===== src/rtl/alu_issue_ctrl.sv =====
// Requester side of the ALU operand/result interface: issues ops on a valid/ready
// handshake and collects fixed-latency results into an in-order, credit-protected FIFO.
module alu_issue_ctrl #(
    parameter int DATA_WIDTH   = 32,
    parameter int CTRL_WIDTH   = 4,
    parameter int STATUS_WIDTH = 4,
    parameter int SHAMT_WIDTH  = 5,
    parameter int ALU_LATENCY  = 1,
    parameter int RESP_DEPTH   = 4
) (
    input  logic                    clk,
    input  logic                    rst_n,
    input  logic                    req_valid,
    output logic                    req_ready,
    input  logic [CTRL_WIDTH-1:0]   req_ctrl,
    input  logic [DATA_WIDTH-1:0]   req_a,
    input  logic [DATA_WIDTH-1:0]   req_b,
    input  logic [SHAMT_WIDTH-1:0]  req_shamt,
    output logic                    alu_en_n,
    output logic [2*DATA_WIDTH-1:0] alu_dataIn,
    output logic [CTRL_WIDTH-1:0]   alu_ctrl,
    output logic [SHAMT_WIDTH-1:0]  alu_shamt,
    input  logic [DATA_WIDTH-1:0]   alu_dataOut,
    input  logic [DATA_WIDTH-1:0]   alu_hi,
    input  logic [DATA_WIDTH-1:0]   alu_lo,
    input  logic [STATUS_WIDTH-1:0] alu_status,
    output logic                    rsp_valid,
    input  logic                    rsp_ready,
    output logic [DATA_WIDTH-1:0]   rsp_data,
    output logic [DATA_WIDTH-1:0]   rsp_hi,
    output logic [DATA_WIDTH-1:0]   rsp_lo,
    output logic [STATUS_WIDTH-1:0] rsp_status
);
    localparam int CW = $clog2(RESP_DEPTH + 1);
    localparam int AW = $clog2(RESP_DEPTH);

    typedef struct packed {
        logic [DATA_WIDTH-1:0]   data;
        logic [DATA_WIDTH-1:0]   hi;
        logic [DATA_WIDTH-1:0]   lo;
        logic [STATUS_WIDTH-1:0] status;
    } rsp_t;

    logic                   accept, pop, wr;
    logic [ALU_LATENCY-1:0] vld_pipe, vld_nxt;
    logic [CW-1:0]          out_cnt, out_nxt, count, count_nxt;
    logic [AW-1:0]          wptr, rptr;
    rsp_t                   mem [RESP_DEPTH];
    rsp_t                   wr_ent, head;

    assign accept = req_valid && req_ready;
    assign pop    = rsp_valid && rsp_ready;

    function automatic logic [AW-1:0] ptr_inc(input logic [AW-1:0] p);
        return (p == AW'(RESP_DEPTH - 1)) ? '0 : p + AW'(1);
    endfunction

    // ---------------- issue ----------------
    always_ff @(posedge clk or negedge rst_n) begin
        if (!rst_n) begin
            alu_en_n   <= 1'b1;
            alu_dataIn <= '0;
            alu_ctrl   <= '0;
            alu_shamt  <= '0;
        end else if (accept) begin
            alu_en_n   <= 1'b0;
            alu_dataIn <= {req_a, req_b};
            alu_ctrl   <= req_ctrl;
            alu_shamt  <= req_shamt;
        end else begin
            alu_en_n   <= 1'b1;
        end
    end

    // ---------------- pending tracker ----------------
    generate
        if (ALU_LATENCY == 1) begin : g_lat1
            assign vld_nxt = accept;
        end else begin : g_latn
            assign vld_nxt = {vld_pipe[ALU_LATENCY-2:0], accept};
        end
    endgenerate

    assign wr = vld_pipe[ALU_LATENCY-1];

    always_ff @(posedge clk or negedge rst_n) begin
        if (!rst_n) vld_pipe <= '0;
        else        vld_pipe <= vld_nxt;
    end

    // ---------------- response FIFO ----------------
    assign wr_ent    = {alu_dataOut, alu_hi, alu_lo, alu_status};
    assign count_nxt = count + CW'(wr) - CW'(pop);

    // No full check on write: the credit counter never lets more ops out than slots.
    always_ff @(posedge clk or negedge rst_n) begin
        if (!rst_n) begin
            for (int i = 0; i < RESP_DEPTH; i++) mem[i] <= '0;
            wptr      <= '0;
            rptr      <= '0;
            count     <= '0;
            rsp_valid <= 1'b0;
        end else begin
            if (wr) begin
                mem[wptr] <= wr_ent;
                wptr      <= ptr_inc(wptr);
            end
            if (pop) rptr <= ptr_inc(rptr);
            count     <= count_nxt;
            rsp_valid <= (count_nxt != '0);
        end
    end

    assign head       = mem[rptr];
    assign rsp_data   = head.data;
    assign rsp_hi     = head.hi;
    assign rsp_lo     = head.lo;
    assign rsp_status = head.status;

    // ---------------- credit ----------------
    assign out_nxt = out_cnt + CW'(accept) - CW'(pop);

    always_ff @(posedge clk or negedge rst_n) begin
        if (!rst_n) begin
            out_cnt   <= '0;
            req_ready <= 1'b0;
        end else begin
            out_cnt   <= out_nxt;
            req_ready <= (out_nxt < CW'(RESP_DEPTH));
        end
    end

endmodule


===== config.mk =====
export PLATFORM = sky130hd
export DESIGN_NAME = alu_issue_ctrl
export DESIGN_NICKNAME = d
export VERILOG_FILES = /design/src/rtl/alu_issue_ctrl.sv
export SDC_FILE = /design/constraint.sdc
export NUM_CORES = 1
export LEC_CHECK = 0
export BUFFER_PORTS_ARGS = -buffer_cell sky130_fd_sc_hd__buf_4
export CELL_PAD_IN_SITES_DETAIL_PLACEMENT = 1
export CELL_PAD_IN_SITES_GLOBAL_PLACEMENT = 2
export CORE_ASPECT_RATIO = 0.9
export CORE_MARGIN = 4
export CORE_UTILIZATION = 34
export DETAILED_ROUTE_END_ITERATION = 12
export GPL_ROUTABILITY_DRIVEN = 0
export PLACE_DENSITY = 0.71
export SETUP_SLACK_MARGIN = 0.5
export SYNTH_ARGS = -nofsm -noshare
export SYNTH_HDL_FRONTEND = slang
export SYNTH_SLANG_ARGS = --single-unit

===== constraint.sdc =====
create_clock -name clk -period 2 [get_ports clk]
set_input_delay 0.3 -clock clk [delete_from_list [all_inputs] [get_ports clk]]
set_output_delay 0.3 -clock clk [all_outputs]
set_load 0.02 [all_outputs]

==> insert_results.sql <==
INSERT INTO impl_metrics (metric_group, metric, value, unit) VALUES
('synth', 'synth-edff-count', '0', ''),
('sta', 'post-route-min-period', '2.43', 'ns'),
('setup_path', 'path_class', 'reg2out', ''),
('synth', 'netlist_area', '20500', 'µm²'),
('grt', 'via_count_of_the_first_global_routing_pass', '14900', ''),
('synth', 'netlist_top_cells_count', '486 x sky130_fd_sc_hd__dfrtp_1, 475 x sky130_fd_sc_hd__mux2_2, 100 x sky130_fd_sc_hd__mux4_2', ''),
('synth', 'synth_area_per_cell', '17.6', 'µm²'),
('floorplan', 'chipHeight', '241', 'µm'),
('floorplan', 'coreArea', '59800', 'µm²'),
('detailed_routing', 'viasPerCell', '4.93', ''),
('sta', 'final_max_slew_viol_count', '0', ''),
('flow_run', 'cap_viol_max_count', '0', ''),
('setup_path', 'req_time_crit_path', '1.70', 'ns'),
('final_layout', 'syn_to_final_growth', '55.8', '%'),
('floorplan', 'row_count', '85', ''),
('grt', 'grt_max_degree', '62', ''),
('clock_network', 'clock_sink_count', '487', ''),
('synth', 'syn-num-nets', '1354', ''),
('clock_network', 'tritoncts', 'yes', ''),
('sta', 'hold_ws', '0.207', 'ns'),
('detailed_routing', 'route.vias.total', '13200', ''),
('synth', 'yosys_most_used_dff', 'sky130_fd_sc_hd__dfrtp_1', ''),
('pwr', 'vdd.ir_drop.worst', '1.00', 'mV'),
('final_layout', 'layout.area.seq', '12200', 'µm²'),
('synth', 'yosysWarnings', '0', ''),
('final_layout', 'postLayoutCoreUtil', '0.535', ''),
('placement', 'dpl.hpwl', '33.8', 'mm'),
('sta', 'worstMarginPinSlew', '0.570', 'ns'),
('sta', 'fin_ws', '-0.428', 'ns'),
('setup_path', 'reg2reg_to', 'rsp_valid$_DFF_PN0_', ''),
('detailed_routing', 'post_drt_wl_per_cell', '25.0', 'µm'),
('grt', 'wire_length_of_the_first_global_routing_pass', '90.7', 'mm'),
('setup_path', 'timing.critical_path.fanout_max', '14', ''),
('sta', 'final-setup-viol-count', '100', ''),
('final_layout', 'fin_area', '32000', 'µm²'),
('run_status', 'outcome', 'finished, violations left', ''),
('clock_network', 'cts_max_level', '2', ''),
('pwr', 'fin_total_pwr', '0.0580', 'W'),
('synth', 'yosysUniqueCellTypes', '21', ''),
('placement', 'place_area', '24500', 'µm²'),
('detailed_routing', 'detailedRoute.firstPassIterationCount', '6', ''),
('detailed_routing', 'drt_drc_violations_left', '0', ''),
('detailed_routing', 'dr.first_iter.drc_count', '542', ''),
('synth', 'netlist.area_leader.share', '0.593', ''),
('synth', 'netlist_instances', '1168', ''),
('min_path', 'timing.hold.worst.class', 'in2reg', ''),
('synth', 'async_flop_share', '1.00', ''),
('final_layout', 'layout.nets', '2038', ''),
('final_layout', 'multi_input_comb_area', '9010', 'µm²'),
('min_path', 'holdCritStartpoint', 'rsp_ready', ''),
('setup_path', 'r2r_setup_slack', '0.21', 'ns'),
('synth', 'ys_seq_elements', '487', ''),
('setup_path', 'worstReg2RegStart', 'rsp_valid$_DFF_PN0_', ''),
('min_path', 'min_delay_worst_endpoint', 'rptr[1]$_DFFE_PN0P_', ''),
('synth', 'synth_top_area_cell', 'sky130_fd_sc_hd__dfrtp_1', ''),
('setup_path', 'critPathCaptureType', 'output pin', ''),
('run_status', 'violated_checks', 'negative setup slack', ''),
('clock_network', 'max-clock-path-buffers', '3', ''),
('clock_network', 'clkLatencyLatePin', '0.61', 'ns'),
('detailed_routing', 'drt-total-wl', '66.9', 'mm'),
('synth', 'synth.yosys.seq_area_share', '0.594', ''),
('pwr', 'power.density', '1810', 'nW/µm²'),
('grt', 'antenna_found_initial', '1', ''),
('grt', 'globalRoute.totalOverflow', '0', ''),
('grt', 'grt.total_usage', '0.183', ''),
('sta', 'rsz0062_at_grt', 'true', ''),
('pwr', 'cellLeakagePower', '14.7', 'nW'),
('clock_network', 'cts_root_buf', 'sky130_fd_sc_hd__clkbuf_16', ''),
('clock_network', 'cts_inserted_buffers', '53', ''),
('clock_network', 'clkTransAtPathRegs', '0.06', 'ns'),
('final_layout', 'layout-drive-gt1-share', '0.640', '');
## cells by family after synthesis
logic type	Yosys count	share of synthesized area
buffers and inverters	77	0.0221
XOR/XNOR	6	0.00323
adder cells (fa/ha/maj)	9	0.00622
AO/OA/AOI/OAI	2	0.000488
multiplexers	575	0.371
AND/OR/NAND/NOR	12	0.00317
flip-flops	487	0.594
## area by class of cell
cell class | count | share of cell area
clock inverters | 15 | 0.00650
repair buffers | 694 | 0.249
clock buffers | 82 | 0.0496
diodes | 1 | 0.0000783
well taps | 783 | 0.0307
multi-input cells | 610 | 0.282
inverters | 6 | 0.000861
flip-flops and latches | 487 | 0.382
## cells in the final DEF (no fill, tap or decap), drive strengths merged, types with 2 or more instances in the layout
master and instances:
clkinv 9, dlygate4sd3 175, ha 7, inv 7, clkbuf 103, buf 498
bufinv 4, nor2 2, xnor2 4, mux2 475, mux4 100, nand2 13
fa 2, o21ai 2, dfrtp 486
## flip-flops by register name, indices dropped and copies added, names as in the netlist, 2 cells and up
name        cells
wptr            2
out_cnt         3
rptr            2
alu_dataIn     64
mem           400
alu_shamt       5
count           3
alu_ctrl        4
## metrics by stage
step,setup TNS (ns),cells
2_1_floorplan,0,1168
3_3_place_gp,0,2276
3_5_place_dp,0,2276
4_1_cts,-43.30,2596
5_1_grt,-44.97,2678
6_report,-38.25,2678
## power breakdown
group          total, W  switching (W)  internal (W)
sequential       0.0179        0.00287        0.0150
clock            0.0101        0.00416       0.00596
combinational    0.0300         0.0124        0.0176
## repair_timing
action | in CTS | in global routing
buffers inserted | 24 | 44
hold endpoints to repair | 510 | 0
hold buffers | 175 | 0
gates cloned | 24 | 37
endpoints found under the setup margin | 516 | 554
resized for setup | 190 | 262
pin swaps | 8 | 14
## worst max-delay path by stage
stage / slack [ns] / endpoint / cells past startpoint / start
6_report: -0.43 / rsp_hi[5] / 4 / rptr[0]$_DFFE_PN0P_
5_1_grt: -0.49 / rsp_hi[5] / 4 / rptr[0]$_DFFE_PN0P_
4_1_cts: -0.48 / rsp_lo[25] / 4 / rptr[0]$_DFFE_PN0P_
3_5_place_dp: 0.17 / mem[355]$_DFFE_PN0P_ / 5 / wptr[0]$_DFFE_PN0P_
3_3_place_gp: 0.19 / rsp_hi[22] / 4 / rptr[0]$_DFFE_PN0P_
2_1_floorplan: 0.24 / rsp_valid$_DFF_PN0_ / 6 / rsp_valid$_DFF_PN0_
## worst max-delay path, stage by stage (launching register included)
cell	delay, ns
sky130_fd_sc_hd__dfrtp_4	0.44
sky130_fd_sc_hd__buf_12	0.17
sky130_fd_sc_hd__buf_16	0.18
sky130_fd_sc_hd__mux4_2	0.55
sky130_fd_sc_hd__buf_6	0.15
## per-layer routing
layer | GRT usage | part of all wire | vias to the layer above | routed length (µm)
li1 | - | - | 5735 | -
met1 | 0.237 | 0.43 | 7115 | 28600
met2 | 0.314 | 0.50 | 269 | 33500
met3 | 0.0387 | 0.047 | 89 | 3170
met4 | 0.0477 | 0.024 | 0 | 1620
met5 | 0 | 0 | - | 0
(Power assumes the default switching activity.)
